`src/rtl/miss_victim_ctl_if.sv`:
```
// miss_victim_ctl_if: miss request, PLRU/tag lookup, writeback and fill signals of the L1D miss controller
interface miss_victim_ctl_if #(
    parameter int TAG_W = 14
);
    logic             miss_req;
    logic [12:0]      miss_set;
    logic [TAG_W-1:0] miss_tag;
    logic             busy;
    logic [12:0]      lru_ra;
    logic [2:0]       lru_rd;
    logic [3:0]       valid_bits;
    logic [3:0]       dirty_bits;
    logic [4*TAG_W-1:0] tag_rd;
    logic             wb_req;
    logic [12:0]      wb_set;
    logic [TAG_W-1:0] wb_tag;
    logic [1:0]       wb_way;
    logic             wb_ack;
    logic             fill_req;
    logic [12:0]      fill_set;
    logic [TAG_W-1:0] fill_tag;
    logic [1:0]       fill_way;
    logic             fill_ack;
    logic             done;
    logic [3:0]       done_way;
    modport master (
        input  miss_req, miss_set, miss_tag, lru_rd, valid_bits, dirty_bits, tag_rd, wb_ack, fill_ack,
        output busy, lru_ra, wb_req, wb_set, wb_tag, wb_way, fill_req, fill_set, fill_tag, fill_way, done, done_way
    );
    modport slave (
        output miss_req, miss_set, miss_tag, lru_rd, valid_bits, dirty_bits, tag_rd, wb_ack, fill_ack,
        input  busy, lru_ra, wb_req, wb_set, wb_tag, wb_way, fill_req, fill_set, fill_tag, fill_way, done, done_way
    );
endinterface

```
`src/rtl/miss_victim_ctl.sv`:
```
// miss_victim_ctl: PLRU victim selection with writeback and fill sequencing for the L1D miss path
module miss_victim_ctl #(
    parameter int TAG_W = 14
) (
    input logic clk,
    input logic reset,
    miss_victim_ctl_if.master bus
);
    typedef enum logic [2:0] {IDLE, LOOKUP, WB, FILL, DONE} state_t;
    state_t           state, state_n;
    logic [12:0]      set_q;
    logic [TAG_W-1:0] tag_q, vtag_q;
    logic [1:0]       way_q, way_c;
    logic             dirty_c;
    // invalid ways win by lowest index; otherwise walk the PLRU tree away from the MRU side
    always_comb begin
        way_c = !bus.valid_bits[0] ? 2'd0 :
                !bus.valid_bits[1] ? 2'd1 :
                !bus.valid_bits[2] ? 2'd2 :
                !bus.valid_bits[3] ? 2'd3 :
                bus.lru_rd[2] ? (bus.lru_rd[0] ? 2'd0 : 2'd1) : (bus.lru_rd[1] ? 2'd2 : 2'd3);
        dirty_c = bus.valid_bits[way_c] & bus.dirty_bits[way_c];
    end
    always_comb begin
        state_n = IDLE;
        case (state)
            IDLE:    state_n = bus.miss_req ? LOOKUP : IDLE;
            LOOKUP:  state_n = dirty_c ? WB : FILL;
            WB:      state_n = bus.wb_ack ? FILL : WB;
            FILL:    state_n = bus.fill_ack ? DONE : FILL;
            default: state_n = IDLE;
        endcase
    end
    always_ff @(posedge clk) begin
        if (reset) begin
            state  <= IDLE;
            set_q  <= '0;
            tag_q  <= '0;
            vtag_q <= '0;
            way_q  <= '0;
        end else begin
            state <= state_n;
            if (state == IDLE && bus.miss_req) begin
                set_q <= bus.miss_set;
                tag_q <= bus.miss_tag;
            end
            if (state == LOOKUP) begin
                way_q  <= way_c;
                vtag_q <= bus.tag_rd[way_c*TAG_W +: TAG_W];
            end
        end
    end
    assign bus.busy     = state != IDLE;
    assign bus.lru_ra   = set_q;
    assign bus.wb_req   = state == WB;
    assign bus.wb_set   = set_q;
    assign bus.wb_tag   = vtag_q;
    assign bus.wb_way   = way_q;
    assign bus.fill_req = state == FILL;
    assign bus.fill_set = set_q;
    assign bus.fill_tag = tag_q;
    assign bus.fill_way = way_q;
    assign bus.done     = state == DONE;
    assign bus.done_way = (state == DONE) ? (4'b0001 << way_q) : 4'b0000;
endmodule

```
`src/flat_wrapper.sv`:
```
// flat-port wrapper written by rule: the top's interface ports become plain ports
module miss_victim_ctl_flat 
#(
    parameter int TAG_W = 14
)
  (clk, reset, bus_miss_req, bus_miss_set, bus_miss_tag, bus_lru_rd, bus_valid_bits, bus_dirty_bits, bus_tag_rd, bus_wb_ack, bus_fill_ack, bus_busy, bus_lru_ra, bus_wb_req, bus_wb_set, bus_wb_tag, bus_wb_way, bus_fill_req, bus_fill_set, bus_fill_tag, bus_fill_way, bus_done, bus_done_way);
  miss_victim_ctl_if #(.TAG_W(TAG_W)) bus_i ();
  input logic clk;
  input logic reset;
  input wire logic [$bits(bus_i.miss_req)-1:0] bus_miss_req;
  input wire logic [$bits(bus_i.miss_set)-1:0] bus_miss_set;
  input wire logic [$bits(bus_i.miss_tag)-1:0] bus_miss_tag;
  input wire logic [$bits(bus_i.lru_rd)-1:0] bus_lru_rd;
  input wire logic [$bits(bus_i.valid_bits)-1:0] bus_valid_bits;
  input wire logic [$bits(bus_i.dirty_bits)-1:0] bus_dirty_bits;
  input wire logic [$bits(bus_i.tag_rd)-1:0] bus_tag_rd;
  input wire logic [$bits(bus_i.wb_ack)-1:0] bus_wb_ack;
  input wire logic [$bits(bus_i.fill_ack)-1:0] bus_fill_ack;
  output wire logic [$bits(bus_i.busy)-1:0] bus_busy;
  output wire logic [$bits(bus_i.lru_ra)-1:0] bus_lru_ra;
  output wire logic [$bits(bus_i.wb_req)-1:0] bus_wb_req;
  output wire logic [$bits(bus_i.wb_set)-1:0] bus_wb_set;
  output wire logic [$bits(bus_i.wb_tag)-1:0] bus_wb_tag;
  output wire logic [$bits(bus_i.wb_way)-1:0] bus_wb_way;
  output wire logic [$bits(bus_i.fill_req)-1:0] bus_fill_req;
  output wire logic [$bits(bus_i.fill_set)-1:0] bus_fill_set;
  output wire logic [$bits(bus_i.fill_tag)-1:0] bus_fill_tag;
  output wire logic [$bits(bus_i.fill_way)-1:0] bus_fill_way;
  output wire logic [$bits(bus_i.done)-1:0] bus_done;
  output wire logic [$bits(bus_i.done_way)-1:0] bus_done_way;
  assign bus_i.miss_req = bus_miss_req;
  assign bus_i.miss_set = bus_miss_set;
  assign bus_i.miss_tag = bus_miss_tag;
  assign bus_i.lru_rd = bus_lru_rd;
  assign bus_i.valid_bits = bus_valid_bits;
  assign bus_i.dirty_bits = bus_dirty_bits;
  assign bus_i.tag_rd = bus_tag_rd;
  assign bus_i.wb_ack = bus_wb_ack;
  assign bus_i.fill_ack = bus_fill_ack;
  assign bus_busy = bus_i.busy;
  assign bus_lru_ra = bus_i.lru_ra;
  assign bus_wb_req = bus_i.wb_req;
  assign bus_wb_set = bus_i.wb_set;
  assign bus_wb_tag = bus_i.wb_tag;
  assign bus_wb_way = bus_i.wb_way;
  assign bus_fill_req = bus_i.fill_req;
  assign bus_fill_set = bus_i.fill_set;
  assign bus_fill_tag = bus_i.fill_tag;
  assign bus_fill_way = bus_i.fill_way;
  assign bus_done = bus_i.done;
  assign bus_done_way = bus_i.done_way;
  miss_victim_ctl #(.TAG_W(TAG_W)) u_core (.clk(clk), .reset(reset), .bus(bus_i));
endmodule
```
`config.mk`:
```
export PLATFORM = sky130hd
export DESIGN_NAME = miss_victim_ctl_flat
export DESIGN_NICKNAME = d
export VERILOG_FILES = /design/src/rtl/miss_victim_ctl_if.sv /design/src/rtl/miss_victim_ctl.sv /design/src/flat_wrapper.sv
export SDC_FILE = /design/constraint.sdc
export NUM_CORES = 1
export LEC_CHECK = 0
export CAP_MARGIN = 15
export CORE_ASPECT_RATIO = 1.1
export CORE_MARGIN = 2
export CORE_UTILIZATION = 37
export CTS_CLUSTER_SIZE = 8
export DETAILED_ROUTE_END_ITERATION = 8
export GPL_TIMING_DRIVEN = 0
export PLACE_DENSITY = 0.85
export SLEW_MARGIN = 10
export SYNTH_ARGS = -nofsm -noshare
export SYNTH_HDL_FRONTEND = slang
export SYNTH_SLANG_ARGS = --single-unit
```
`constraint.sdc`:
```
create_clock -name clk -period 2.6 [get_ports clk]
set_input_delay 0.26 -clock clk [delete_from_list [all_inputs] [get_ports clk]]
set_output_delay 0.26 -clock clk [all_outputs]
set_load 0.02 [all_outputs]
```
==> impl_results.md <==
- GP Congestion: around 0.81
- GRT overflow: 0
- Die area: about 7300 um2
- Share of cells above drive strength 1: around 11%
- Area contributors post-synth: dfxtp_1 37%, nand2_1 11%, buf_4 8.6%
- Area Overhead vs Synth: 80.49%
- Post-synthesis adder-cell area fraction: 0%
- GR Util All Layers: between 20% and 30%
- Post-synthesis cell count: 304
- Critical-path top delay cell: clkdlybuf4s50_1
- Synth async-reset ratio: 0%
- Syn_nets: ~400
- DP Wirelength: between 6000 and 7000 um
- Netlist cell types: 40
- Vias in the first global route: between 2000 and 3000
- Area leader, netlist: dfxtp_1
- Number of antenna diodes: 0
- Hold-fix buffers, CTS: 0
- Io pins: 178
- Drt first-iter violations: 48
- Relative slew slack: a little under three fifths
- FMAX: between 0.4 and 0.5 GHz
- Cell Chain, Critical Path: clkbuf_1, nor2_1, nand2_1, inv_1, and3_1, clkdlybuf4s50_1
- Core Rows: 31
- Synth Area in Simple Gates: between 20% and 30%
- First-pass GRT wire length: around 12000 um
- Setup crit end kind: output pin
- CTS H-tree depth: 2
- CP max FO: 10
- Final Util: 68.03%
- Reg-to-Reg End: u_core.bus.wb_tag[12]$_SDFFE_PP0P_
- Worst slew pin tran: ~0.64 ns
- Die Height: ~89 um
- Port bufs: between 150 and 200
- Yosys warning count: 0
- Max clock buf depth: 2
- Core Area: around 6500 um2
- Skew-Pair Late Insertion Delay: 0.28 ns
- Post-synthesis sequential area ratio: 37.49%
- Finish-stage setup viols: 0
- Number of synthesized flops with an enable pin: 0
- Drt via density: 4.842
- WP depth: 6
- Yosys reg bits: 46
- Final hold vios: 0
- Via Count: roughly 2800
- Max VDD drop: 0.2367 mV
- Worst EP required: ~2.3 ns
- Lkg Pwr: roughly 0.0017 uW
- Reg2Reg Setup Slack: 0.73 ns
- Hold Crit Class: reg -> reg
- Drc violations: 0
- Ys flop type: dfxtp_1
- Final setup TNS: 0 ns
- Complex-gate fraction of the synthesized area: 21.04%
- Final WL: between 7000 and 8000 um
- Critical Path Start: u_core.state[0]$_SDFF_PP0_
- Worst path max stage delay: 0.53 ns
- Die width: about 80 um
- CP startpoint kind: flip-flop
- Top delay family on crit path: buffers and inverters
- Top-area cell type share of the netlist area: ~37%
- TritonCTS buffer count: 5
- Critical path class: reg -> out
- Clock transition at path regs: roughly 0.08 ns
- DRT Pass-1 Iters: 4
- Reg2reg path depth: 8
- RSZ-0062 raised after global routing: false
- Setup crit end: bus_done_way[3]
- Clk sinks: 46
- Setup Skew: roughly 0.0033 ns
- Setup bufs post-CTS: 0
- Layout Nets: 586
- Most frequent cell after synthesis: nand2_1
- Max-Cap Viols: 0
- Post-route ant nets: 0
- Post-synth top cells: 71 x nand2_1, 46 x dfxtp_1, 35 x a21oi_1, 28 x buf_4, 21 x nor2_1
- Final Max Slew Viols: 0
- PwrDens: 507.2 nW/um2
- Worst Hold Launch: u_core.bus.fill_tag[0]$_SDFFE_PP0P_
- Period Utilization, post-route: 85.71%
- Largest net degree at the start of global routing: 14
- Post-Syn Area: around 2500 um2
- Largest family of logic cells by synthesized area: simple AND/OR/NAND/NOR gates
- Initial antenna violation count: 0
- Post-CTS sizing: 0
- Mux share of post-synthesis cell area: under 10%
- XOR/XNOR Fraction of Synth Area: 0%
- CTS root buf: clkbuf_8
- Avg WL per Cell: 13.83 um
- RR Startpoint: u_core.state[1]$_SDFF_PP0_
- Status: complete, no violations
- TritonCTS clock tree: built
- Final min period: ~2.2 ns
- Initial core utilization: between 30% and 40%
- Worst path buffer plus inverter count: 3
- CP arrival: just under 2 ns
- Avg Cell Area, Syn: ~8.1 um2
[per-layer routing]
| layer | up-vias | wire length, um | GRT usage, % |
|---|---|---|---|
| met4 | 0 | 130 | 6.212 |
| met2 | 130 | 4187 | 42.55 |
| met1 | 1224 | 2872 | 20.92 |
| li1 | 1391 | - | - |
| met5 | - | 0 | 0 |
| met3 | 10 | 682 | 4.242 |
[per-stage QoR]
stage	total power (uW)	setup slack (ns)	cells	hold WS [ns]	cell area, um2
2_1_floorplan	1298	1.023	304	0.3704	2456
3_3_place_gp	1722	0.2409	562	0.4392	4320
3_5_place_dp	1744	0.1463	562	0.4475	4320
4_1_cts	2272	0.3439	569	0.4586	4433
5_1_grt	2380	0.2153	569	0.4790	4433
6_report	2248	0.3715	569	0.4569	4433
[state kept, by name, indices dropped and copies added (netlist names)]
signal,cells
u_core.state,3
u_core.bus.fill_set,13
u_core.bus.wb_tag,14
u_core.bus.fill_way,2
u_core.bus.fill_tag,14
[worst min path at each step]
stage	slack [ns]	cells past startpoint	endpoint
CTS	0.46	2	u_core.bus.fill_tag[0]$_SDFFE_PP0P_
global route	0.48	2	u_core.bus.wb_tag[7]$_SDFFE_PP0P_
finish	0.46	2	u_core.bus.fill_tag[0]$_SDFFE_PP0P_
detailed placement	0.45	2	u_core.bus.fill_tag[0]$_SDFFE_PP0P_
floorplan	0.37	1	u_core.state[1]$_SDFF_PP0_
global placement	0.44	2	u_core.bus.wb_tag[2]$_SDFFE_PP0P_
[logic make-up after synthesis]
group / after synthesis
compound gates: 72
buf+inv: 50
flops: 46
simple gates: 119
mux: 17
[layout by cell type (no fill, tap or decap), types with 4 or more instances in the layout]
master / instances
and2_1: 9
clkdlybuf4s50_1: 176
a21oi_1: 35
clkbuf_8: 6
a22oi_1: 4
dfxtp_1: 46
buf_4: 28
nor2_1: 21
a2111oi_2: 6
a211oi_1: 8
nand2_1: 71
o21ai_0: 4
buf_2: 6
mux2i_1: 12
clkbuf_1: 10
[cell type report]
class | count | area (um2)
clock buffers | 6 | 82.58
repair buffers | 176 | 1762
multi-input cells | 208 | 1220
fillers | 539 | 2083
clock inverters | 1 | 30.03
inverters | 2 | 7.507
well taps | 82 | 102.6
flip-flops and latches | 46 | 920.9
plain buffers | 48 | 307.8
[worst register-to-register path: stages, from the launching register on]
cell       delay, ns
dfxtp_1         0.30
buf_2           0.15
nor2_1          0.18
and2_1          0.16
buf_2           0.22
nand2_1         0.10
buf_2           0.21
a211oi_1        0.32
a2111oi_2       0.08
[where the power goes]
part	total, uW	switching [uW]	internal (uW)
clock network	525	218	307
registers	826	48.2	778
logic	897	423	474
total	2250	689	1560
(Power assumes the default switching activity.)
